$ cat src/rtl/cla_pipe_adder_if.sv
// Operand/result handshake bundle for the pipelined carry-lookahead adder.
// The master side supplies operands and accepts results; the slave side is the adder.
interface cla_pipe_adder_if #(
  parameter int unsigned WIDTH = 16
);
  logic             in_valid;
  logic             in_ready;
  logic [WIDTH-1:0] a;
  logic [WIDTH-1:0] b;
  logic             cin;
  logic             sub;
  logic             out_valid;
  logic             out_ready;
  logic [WIDTH-1:0] sum;
  logic             cout;
  logic             ovf;
  logic             bg;
  logic             bp;

  modport master (
    output in_valid, a, b, cin, sub, out_ready,
    input  in_ready, out_valid, sum, cout, ovf, bg, bp
  );

  modport slave (
    input  in_valid, a, b, cin, sub, out_ready,
    output in_ready, out_valid, sum, cout, ovf, bg, bp
  );
endinterface

$ cat src/rtl/cla_pipe_adder.sv
// Two-stage pipelined carry-lookahead adder/subtractor with valid/ready flow control.
// Stage 1 forms bit and 4-bit group generate/propagate; stage 2 resolves carries and the sum.
module cla_pipe_adder #(
  parameter int unsigned WIDTH = 16,
  parameter int unsigned GROUP = 4
) (
  input logic             phi,
  input logic             rst_,
  cla_pipe_adder_if.slave bus
);
  localparam int unsigned NG  = WIDTH / GROUP;
  localparam int unsigned MSB = WIDTH - 1;

  // Stage 1 combinational terms
  logic [WIDTH-1:0] bi_c;
  logic [WIDTH-1:0] g_c;
  logic [WIDTH-1:0] p_c;
  logic [NG-1:0]    gg_c;
  logic [NG-1:0]    gp_c;
  logic [3*NG-1:0]  gl_c;
  logic             c0_c;

  // Stage 1 registers
  logic             v1;
  logic [WIDTH-1:0] p_q;
  logic [3*NG-1:0]  gl_q;
  logic [NG-1:0]    gg_q;
  logic [NG-1:0]    gp_q;
  logic             c0_q;
  logic             amsb_q;
  logic             bmsb_q;

  // Stage 2 combinational terms
  logic [NG:0]      gc_c;
  logic [NG-1:0]    gen_c;
  logic [WIDTH-1:0] c_c;
  logic [WIDTH-1:0] sum_c;
  logic             ovf_c;

  // Stage 2 registers
  logic             v2;
  logic [WIDTH-1:0] sum_q;
  logic             cout_q;
  logic             ovf_q;
  logic             bg_q;
  logic             bp_q;

  logic ready1_c;
  logic ready2_c;

  assign ready2_c = !v2 || bus.out_ready;
  assign ready1_c = !v1 || ready2_c;

  // Subtract is A + ~B + 1, so the carry-in is forced high.
  assign bi_c = bus.b ^ {WIDTH{bus.sub}};
  assign c0_c = bus.sub | bus.cin;
  assign g_c  = bus.a & bi_c;
  assign p_c  = bus.a ^ bi_c;

  for (genvar k = 0; k < NG; k++) begin : g_s1
    localparam int unsigned B = GROUP * k;
    assign gg_c[k] = g_c[B+3]
                   | (p_c[B+3] & g_c[B+2])
                   | (p_c[B+3] & p_c[B+2] & g_c[B+1])
                   | (p_c[B+3] & p_c[B+2] & p_c[B+1] & g_c[B]);
    assign gp_c[k] = &p_c[B+3:B];
    // The top generate bit of each group only matters through Gk.
    assign gl_c[3*k +: 3] = g_c[B+2:B];
  end

  assign gc_c[0] = c0_q;

  for (genvar k = 0; k < NG; k++) begin : g_s2
    localparam int unsigned B = GROUP * k;
    logic [k:0] terms;
    for (genvar j = 0; j <= k; j++) begin : g_term
      if (j == k) begin : g_last
        assign terms[j] = gg_q[j];
      end else begin : g_mid
        assign terms[j] = gg_q[j] & (&gp_q[k:j+1]);
      end
    end
    // Flattened group carry: every group generate plus the carry-in, each gated by the propagate run above it.
    assign gen_c[k]  = |terms;
    assign gc_c[k+1] = gen_c[k] | (c0_q & (&gp_q[k:0]));

    assign c_c[B]   = gc_c[k];
    assign c_c[B+1] = gl_q[3*k] | (p_q[B] & gc_c[k]);
    assign c_c[B+2] = gl_q[3*k+1] | (p_q[B+1] & gl_q[3*k])
                    | (p_q[B+1] & p_q[B] & gc_c[k]);
    assign c_c[B+3] = gl_q[3*k+2] | (p_q[B+2] & gl_q[3*k+1])
                    | (p_q[B+2] & p_q[B+1] & gl_q[3*k])
                    | (p_q[B+2] & p_q[B+1] & p_q[B] & gc_c[k]);
  end

  assign sum_c = p_q ^ c_c;
  assign ovf_c = (amsb_q == bmsb_q) && (sum_c[MSB] != amsb_q);

  // Pipeline registers: each stage loads when it is ready and upstream is valid.
  always_ff @(posedge phi) begin
    if (!rst_) begin
      v1     <= 1'b0;
      p_q    <= '0;
      gl_q   <= '0;
      gg_q   <= '0;
      gp_q   <= '0;
      c0_q   <= 1'b0;
      amsb_q <= 1'b0;
      bmsb_q <= 1'b0;
      v2     <= 1'b0;
      sum_q  <= '0;
      cout_q <= 1'b0;
      ovf_q  <= 1'b0;
      bg_q   <= 1'b0;
      bp_q   <= 1'b0;
    end else begin
      if (ready1_c) begin
        v1 <= bus.in_valid;
      end
      if (ready1_c && bus.in_valid) begin
        p_q    <= p_c;
        gl_q   <= gl_c;
        gg_q   <= gg_c;
        gp_q   <= gp_c;
        c0_q   <= c0_c;
        amsb_q <= bus.a[MSB];
        bmsb_q <= bi_c[MSB];
      end
      if (ready2_c) begin
        v2 <= v1;
      end
      if (ready2_c && v1) begin
        sum_q  <= sum_c;
        cout_q <= gc_c[NG];
        ovf_q  <= ovf_c;
        bg_q   <= gen_c[NG-1];
        bp_q   <= &gp_q;
      end
    end
  end

  assign bus.in_ready  = ready1_c;
  assign bus.out_valid = v2;
  assign bus.sum       = sum_q;
  assign bus.cout      = cout_q;
  assign bus.ovf       = ovf_q;
  assign bus.bg        = bg_q;
  assign bus.bp        = bp_q;
endmodule

$ cat src/flat_wrapper.sv
// flat-port wrapper written by rule: the top's interface ports become plain ports
module cla_pipe_adder_flat 
#(
  parameter int unsigned WIDTH = 16,
  parameter int unsigned GROUP = 4
)
  (phi, rst_, bus_in_valid, bus_a, bus_b, bus_cin, bus_sub, bus_out_ready, bus_in_ready, bus_out_valid, bus_sum, bus_cout, bus_ovf, bus_bg, bus_bp);
  cla_pipe_adder_if #(.WIDTH(WIDTH)) bus_i ();
  input logic phi;
  input logic rst_;
  input wire logic [$bits(bus_i.in_valid)-1:0] bus_in_valid;
  input wire logic [$bits(bus_i.a)-1:0] bus_a;
  input wire logic [$bits(bus_i.b)-1:0] bus_b;
  input wire logic [$bits(bus_i.cin)-1:0] bus_cin;
  input wire logic [$bits(bus_i.sub)-1:0] bus_sub;
  input wire logic [$bits(bus_i.out_ready)-1:0] bus_out_ready;
  output wire logic [$bits(bus_i.in_ready)-1:0] bus_in_ready;
  output wire logic [$bits(bus_i.out_valid)-1:0] bus_out_valid;
  output wire logic [$bits(bus_i.sum)-1:0] bus_sum;
  output wire logic [$bits(bus_i.cout)-1:0] bus_cout;
  output wire logic [$bits(bus_i.ovf)-1:0] bus_ovf;
  output wire logic [$bits(bus_i.bg)-1:0] bus_bg;
  output wire logic [$bits(bus_i.bp)-1:0] bus_bp;
  assign bus_i.in_valid = bus_in_valid;
  assign bus_i.a = bus_a;
  assign bus_i.b = bus_b;
  assign bus_i.cin = bus_cin;
  assign bus_i.sub = bus_sub;
  assign bus_i.out_ready = bus_out_ready;
  assign bus_in_ready = bus_i.in_ready;
  assign bus_out_valid = bus_i.out_valid;
  assign bus_sum = bus_i.sum;
  assign bus_cout = bus_i.cout;
  assign bus_ovf = bus_i.ovf;
  assign bus_bg = bus_i.bg;
  assign bus_bp = bus_i.bp;
  cla_pipe_adder #(.WIDTH(WIDTH), .GROUP(GROUP)) u_core (.phi(phi), .rst_(rst_), .bus(bus_i));
endmodule
$ cat config.mk
export PLATFORM = sky130hd
export DESIGN_NAME = cla_pipe_adder_flat
export DESIGN_NICKNAME = d
export VERILOG_FILES = /design/src/rtl/cla_pipe_adder_if.sv /design/src/rtl/cla_pipe_adder.sv /design/src/flat_wrapper.sv
export SDC_FILE = /design/constraint.sdc
export NUM_CORES = 1
export LEC_CHECK = 0
export ABC_CLOCK_PERIOD_IN_PS = 5900
export CAP_MARGIN = 10
export CORE_UTILIZATION = 55
export CTS_CLUSTER_DIAMETER = 120
export DETAILED_ROUTE_END_ITERATION = 16
export PLACE_DENSITY = 0.95
export SLEW_MARGIN = 20
export SYNTH_ARGS = -nofsm -noshare
export SYNTH_HDL_FRONTEND = slang
export SYNTH_SLANG_ARGS = --single-unit
$ cat constraint.sdc
create_clock -name phi -period 5.9 [get_ports phi]
set_input_delay 1.77 -clock phi [delete_from_list [all_inputs] [get_ports phi]]
set_output_delay 1.77 -clock phi [all_outputs]
set_load 0.005 [all_outputs]
Yosys cells after proc, flatten, opt, wreduce, memory -nomap -nowiden
Index checks and enable logic that the tools add are counted.
{ "classes": {"n_eq_ne": 2, "n_reduce_logical": 20, "n_bitwise": 111} }
{ "ops": {"columns": ["operator", "n"], "rows": [
  ["$and 1x1->1", 66],
  ["$xor 16x16->16", 3],
  ["$or 1x1->1", 41],
  ["$reduce_and 4->1", 5],
  ["$and 16x16->16", 1],
  ["$reduce_and 2->1", 3],
  ["$reduce_and 3->1", 2],
  ["$reduce_or 4->1", 1],
  ["$logic_and 1x1->1", 3],
  ["$reduce_or 3->1", 1],
  ["$logic_not 1->1", 2],
  ["$logic_or 1x1->1", 2],
  ["$reduce_or 2->1", 1],
  ["$eq 1x1->1", 1],
  ["$ne 1x1->1", 1]
]} }
{ "word_totals": {"wordCells": 147, "inputBits": 38, "regBits": 61, "out_inout_bits": 22} }

Logic depth before layout (Yosys ltp)
Gate-level depths: netlist (run 1).
{ "depth": {"depth_word": 9, "depth_mapped": 8, "mapped_depth_nobuf": 8} }

Worst setup path after synthesis (run 1)
No wires, ideal clock.
{ "synth_timing": {"kind": "input port to output port", "start": "in bus_out_ready", "end": "out bus_in_ready", "n_path_buf": 0, "stages": 2, "arrival_time_ns": 2.092, "setup_slack_ns": 2.038, "cell_sequence": "nor2b_1 -> nand2_1"} }
{ "synth_via": {"elab_chain_len": 2} }
{ "synth_lines": {"columns": ["item", "line_no", "source"], "rows": [
  ["from (decl)", "flat_wrapper.sv:16", "input wire logic [$bits(bus_i.out_ready)-1:0] bus_out_ready;"],
  ["$logic_or 1x1->1", "cla_pipe_adder.sv:51", "assign ready2_c = !v2 || bus.out_ready;"],
  ["$logic_or 1x1->1", "cla_pipe_adder.sv:52", "assign ready1_c = !v1 || ready2_c;"],
  ["to (decl)", "flat_wrapper.sv:17", "output wire logic [$bits(bus_i.in_ready)-1:0] bus_in_ready;"]
]} }
Every way passes these cells.

Worst setup path in the final report (run 1)
Ends and elaborated chain as after synthesis.

==> results by group, run 1 <==
Status
  – Outcome: complete, no violations

Die
  – # IOs: 60
  – Chip Height: 75.5 um
  – DIE AREA: roughly 5700 sq um
  – Starting Density: approximately 57%
  – Die X: between 70 and 80 um
  – Core Region: 5170 sq um
  – Num rows: 26

Layout
  – Share of post-route cells with drive strength above 1: approximately 4.2%
  – Multi-input logic area: 1640 sq um
  – Most frequent cells in the layout: nand2_1 (86), dfxtp_1 (61), clkdlybuf4s50_1 (59)
  – Nets: roughly 480
  – Commonest non-fill, non-tap cell in the layout: nand2_1
  – Area grow syn2layout: 26.0%
  – Fill cell total of the finished layout: just under 400
  – Reg area: ~1200 sq um
  – Ant diodes: 0
  – Finished Core Util: between 70% and 80%

Logic synthesis
  – Mapped Area: between 2000 and 3000 sq um
  – Area leader, netlist: dfxtp_1
  – Ys async rst share: 0%
  – Synthesized area per cell: approximately 8 sq um
  – Seq cells post-synth: about 60
  – Top-area cell type share of the netlist area: 41.1%
  – Post-synth top flop: dfxtp_1
  – Synth Net Count: between 400 and 500
  – Synth area leaders: dfxtp_1 (41%), nand2_1 (11%), a21oi_1 (9.8%)
  – Cells after Synth: roughly 370
  – Yosys cell types: 39
  – Syn. warnings: 0
  – Sequential area share after synthesis: between 40% and 50%
  – Number of flops mapped to enable cells by yosys: 0

Pwr
  – Pwr per Cell Area: about 250 nW/um^2
  – Clk pwr share: 33.2%
  – Sequential power share: between 40 and 50%
  – P_leak: ~0.0015 uW
  – Cell-internal power: just under 700 uW
  – Switching power: 259 uW
  – Peak supply drop: 0.153 mV
  – Power consumption: between 900 and 1000 uW
  – Switching Share: between 20% and 30%
  – Comb pwr share: 18.2%

Placement
  – GP Congestion: about 0.82
  – Port bufs: 59
  – HPWL after DPL: between 4 and 5 mm

STA
  – Worst Max-Slew Pin Slew: around 0.96 ns
  – Final period util: approximately four fifths
  – Setup violators final: 0
  – Min Hold Slack: 0.455 ns
  – Tmin final: approximately 4.8 ns
  – Clock Skew: ~0.0035 ns
  – Final hold violation count: 0
  – Max Fclk: ~210 MHz
  – Fin Setup TNS: 0 ns
  – Slew Viols, Final: 0
  – Worst rel slew slack: ~36%
  – RSZ-0062 raised after global routing: no

Worst setup path
  – Family with the most delay on the worst path: buffers and inverters
  – Most frequent CP cell: clkdlybuf4s50_1
  – Crit Path Category: input port to output port
  – CP peak stage delay: 0.46 ns
  – Req. time, crit path: 4.13 ns
  – Cell at the slowest stage of the critical path: clkdlybuf4s50_1
  – Worst-path cell chain: clkdlybuf4s50_1, nor2b_1, nand2_1, clkdlybuf4s50_1
  – CP endpoint kind: output port
  – Critical path fanouts, max: 5
  – Worst setup SP type: input port
  – WP buf/inv: 2
  – CP arrival: roughly 3.0 ns

GRT
  – Largest net degree at the start of global routing: 54
  – Global Route Usage Sum: approximately a quarter
  – Global route overflow: 0
  – Vias in the first global route: about 2,400
  – First-pass GRT wire length: ~11 mm
  – Antenna violations before repair: 0

Detailed routing
  – Starting DRT DRC Count: 217
  – Drt drc: 0
  – Vias per cell: about 5.7
  – Wirelength per Cell: around 14 um
  – Total routed wirelength: 6.87 mm
  – DRT Pass-1 Iters: 4
  – Antenna viol nets, final: 0
  – Vias: approximately 2,800

Job
  – Max-cap violation count: 0

CTS
  – Clk root buf: clkbuf_8
  – Clk buf depth: 2
  – CTS Hold Bufs: 0
  – Post_cts resized: 0
  – Worst-path clk slew: about 0.060 ns
  – Num CTS Buffers: 9
  – # Post-CTS Setup Buffers: 0
  – Clock network latency to the later pin of the worst-skew pair: 0.34 ns
  – H-tree depth: 3
  – Total clock sinks: around 60
  – TritonCTS clock tree: done

Min path
  – Worst Hold Class: register to register
synthesized netlist by cell type (2+ instances only):
master / number
xnor2_1: 5
nor3_1: 3
xor2_1: 18
buf_2: 4
a31oi_1: 2
nand2_1: 86
dfxtp_1: 61
a21o_1: 7
o211ai_1: 2
clkbuf_1: 16
nand3_1: 12
inv_1: 3
a211oi_1: 2
nor2b_1: 6
nor2_1: 21
and4_1: 5
a21oi_1: 58
ha_1: 20
mux2i_1: 2
o21ai_0: 15
nand4_1: 3
or3_1: 3
sequential cells by signal, indices dropped and copies added (netlist names), 4 cells and up:
name            cells
u_core.gp_q         4
u_core.gl_q        12
u_core.gg_q         4
u_core.bus.sum     16
u_core.p_q         16
kinds of logic (layout without fill, tap and decap cells):
kind of cell | Yosys count | in the layout | share of synthesized area (%)
simple gates | 146 | 146 | 21.9
compound gates | 93 | 93 | 17.5
flops | 61 | 61 | 41.1
buf+inv | 26 | 82 | 3.70
xor+xnor | 23 | 23 | 6.77
fa+ha+maj | 20 | 20 | 8.41
mux | 2 | 2 | 0.673
through the flow:
step                setup slack [ns]  std cells  area (sq um)
global route                   0.996        497          3750
finish                          1.10        497          3750
global placement                1.18        482          3590
floorplan                       2.04        371          2970
CTS                             1.09        497          3750
detailed placement              1.10        482          3590
per-layer routing:
metal | vias to the layer above | share of wire (%) | track usage, %
li1 | 1373 | - | -
met1 | 1308 | 41 | 31.7
met2 | 110 | 49 | 41.5
met3 | 18 | 7.3 | 8.86
met4 | 0 | 2.3 | 9.88
met5 | - | 0 | 0
cell type report:
class,instances,area share [%]
timing repair buffer,63,16.6
tap,70,2.34
clock inverter,2,0.267
multi-input combinational,284,43.9
sequential,61,32.6
inverter,4,0.401
clock buffer,13,3.97
worst reg2reg max path, cell delays in order (launching register included):
cell and delay (ns):
dfxtp_1 0.31, nor2b_1 0.17, nand2b_1 0.53, or3_1 0.48, or3_1 0.31, nand4_1 0.09
final timing paths:
kind | from | endpoint | cells after the start | slack (ns)
max reg2reg | u_core.bus.out_valid | u_core.bus.sum[7] | 5 | 3.96
min reg2reg | u_core.bus.sum[4] | u_core.bus.sum[4] | 2 | 0.45
min | u_core.bus.sum[4] | u_core.bus.sum[4] | 2 | 0.45
max | bus_out_ready | bus_in_ready | 4 | 1.10
power groups by stage:
| stage | Combinational, uW | Sequential (uW) | Clock (uW) |
|---|---|---|---|
| after global placement | 162 | 464 | 0 |
| after detailed placement | 167 | 466 | 0 |
| after global routing | 190 | 461 | 336 |
| final | 171 | 459 | 313 |
| after CTS | 170 | 458 | 316 |
| after floorplan | 103 | 462 | 0 |
No activity file was read; power rests on OpenSTA's default activity.
==> inputs of run 2 (changes only) <==
ABC_CLOCK_PERIOD_IN_PS = 4200   (was 5900)
CORE_UTILIZATION = 46   (was 55)
PLACE_DENSITY = 0.86   (was 0.95)
clock period = 4.2 ns   (was 5.9 ns; I/O delays follow)
==> results by group, run 2 (same netlist as run 1, synthesis figures left out) <==
Status
  – Outcome: complete, no violations

Job
  – Max-cap violation count: 0 (unchanged)

Layout
  – Area grow syn2layout: 29.2%
  – Nets: 484 (+0.62%)
  – Ant diodes: 0 (unchanged)
  – Fill cell total of the finished layout: 515 (+31%)
  – Commonest non-fill, non-tap cell in the layout: nand2_1
  – Most frequent cells in the layout: nand2_1 (86), dfxtp_1 (61), clkdlybuf4s50_1 (59)
  – Share of post-route cells with drive strength above 1: 5.80% (+1.6 points)

Placement
  – Port bufs: 59 (unchanged)
  – GP Congestion: 0.855 (+3.8%)
  – HPWL after DPL: 4.95 mm (+3.6%)

STA
  – Min Hold Slack: 0.453 ns (-0.00185 ns)
  – Worst Max-Slew Pin Slew: 0.918 ns (-0.0379 ns)
  – Final hold violation count: 0 (unchanged)
  – Fin Setup TNS: 0 ns (unchanged)
  – Worst rel slew slack: 38.6% (+2.5 points)
  – RSZ-0062 raised after global routing: no
  – Clock Skew: 0.00693 ns (+0.00340 ns)
  – Slew Viols, Final: 0 (unchanged)
  – Setup violators final: 0 (unchanged)
  – Tmin final: roughly 3.8 ns
  – Max Fclk: roughly 270 MHz
  – Final period util: about nine tenths

Pwr
  – Peak supply drop: 0.211 mV (+38%)
  – Pwr per Cell Area: 383 nW/um^2 (+52%)
  – P_leak: 0.00152 uW (+3.2%)

CTS
  – CTS Hold Bufs: 0 (unchanged)
  – Worst-path clk slew: 0.06 ns (about the same)
  – H-tree depth: 3 (unchanged)
  – Clk buf depth: 2 (unchanged)
  – # Post-CTS Setup Buffers: 0 (unchanged)
  – TritonCTS clock tree: done
  – Num CTS Buffers: 9 (unchanged)
  – Clock network latency to the later pin of the worst-skew pair: 0.34 ns (about the same)
  – Total clock sinks: 61 (unchanged)
  – Post_cts resized: 0 (unchanged)
  – Clk root buf: clkbuf_8

Die
  – Die X: 82.4 um (+9.1%)
  – Chip Height: 82.4 um (+9.1%)
  – Starting Density: 49.1% (-8.4 points)
  – # IOs: 60 (unchanged)
  – DIE AREA: 6790 sq um (+19%)
  – Core Region: 6060 sq um (+17%)
  – Num rows: 28 (+7.7%)

Worst setup path
  – CP endpoint kind: output port
  – Reg2reg path depth: 6 (+1)
  – CP arrival: 2.49 ns (-0.54 ns)
  – R2R Setup Slk: 2.31 ns (-1.65 ns)
  – Req. time, crit path: 2.94 ns (-1.19 ns)
  – Worst setup SP type: input port
  – R2R Path Start: u_core.bus.out_valid
  – Crit Path Category: input port to output port
  – Critical R2R Capture: u_core.p_q[2]
  – Critical path fanouts, max: 5 (unchanged)

Min path
  – Hold path depth: 2 (unchanged)
  – Worst Hold Class: register to register
  – Worst hold start: u_core.bus.sum[8]
  – Worst Hold Endpoint: u_core.bus.sum[8]

Detailed routing
  – Starting DRT DRC Count: 225 (+3.7%)
  – Total routed wirelength: 6.85 mm (-0.28%)
  – Vias per cell: 5.52 (-2.4%)
  – DRT Pass-1 Iters: 6 (+2)
  – Drt drc: 0 (unchanged)
  – Vias: 2,792 (-0.61%)
  – Wirelength per Cell: 13.5 um (-2.1%)
  – Antenna viol nets, final: 0 (unchanged)

GRT
  – First-pass GRT wire length: 11.0 mm (+2.2%)
  – Vias in the first global route: 2,447 (+0.41%)
  – Global Route Usage Sum: 21.5% (-4.1 points)
  – Largest net degree at the start of global routing: 39 (-28%)
  – Global route overflow: 0 (unchanged)
  – Antenna violations before repair: 0 (unchanged)
run 2: changes by cell type in the layout (fill, tap and decap cells not counted):
cell / change
and2_1: -1
and2_2: +1
buf_4: +3
bufinv_16: +2
clkbuf_1: -2
clkbuf_8: +1
run 2: worst max-delay path by stage:
stage                  start      endpoint  depth (start not counted)
4_1_cts        bus_out_ready  bus_in_ready                          4
2_1_floorplan  bus_out_ready  bus_in_ready                          2
3_5_place_dp   bus_out_ready  bus_in_ready                          4
6_report       bus_out_ready  bus_in_ready                          4
3_3_place_gp   bus_out_ready  bus_in_ready                          4
5_1_grt        bus_out_ready  bus_in_ready                          4
run 2: layout make-up:
cell class,instances,area (sq um),area share (%)
clock buffer,12,155,4.04
clock inverter,4,70.1,1.82
inverter,4,15.0,0.391
multi-input combinational,284,1640,42.8
sequential,61,1220,31.8
tap,75,93.8,2.44
timing repair buffer,66,643,16.7
run 2: through the flow:
stage / cells / cell area (sq um) / util, % / worst slack, ns / power [uW]
after floorplan: 371 / 2970 / - / 1.36 / 794
after CTS: 506 / 3840 / 63.4 / 0.441 / 1470
after global routing: 506 / 3840 / 63.4 / 0.351 / 1530
final: 506 / 3840 / 63.4 / 0.448 / 1470
after global placement: 490 / 3620 / 59.7 / 0.492 / 884
after detailed placement: 490 / 3620 / 59.7 / 0.444 / 893
run 2: power breakdown:
part	internal [uW]	leakage [uW]	switching, uW
Combinational	122	0.000908	121
Clock	365	0.000116	219
Sequential	615	0.000499	29.3
Total	1100	0.00152	369
run 2: critical path: stages:
cell	delay, ns
clkdlybuf4s50_1	0.40
nor2b_1	0.25
nand2_1	0.13
clkdlybuf4s50_1	0.46
run 2: per-layer routing:
metal  vias to the layer above  part of all wire [%]  routed length [um]  track usage [%]
li1                       1386                     -                   -                -
met1                      1276                    46                3170             29.2
met2                       112                    44                3000             32.8
met3                        18                   7.6                 517             4.73
met4                         0                   2.4                 167             9.12
met5                         -                     0                   0                0
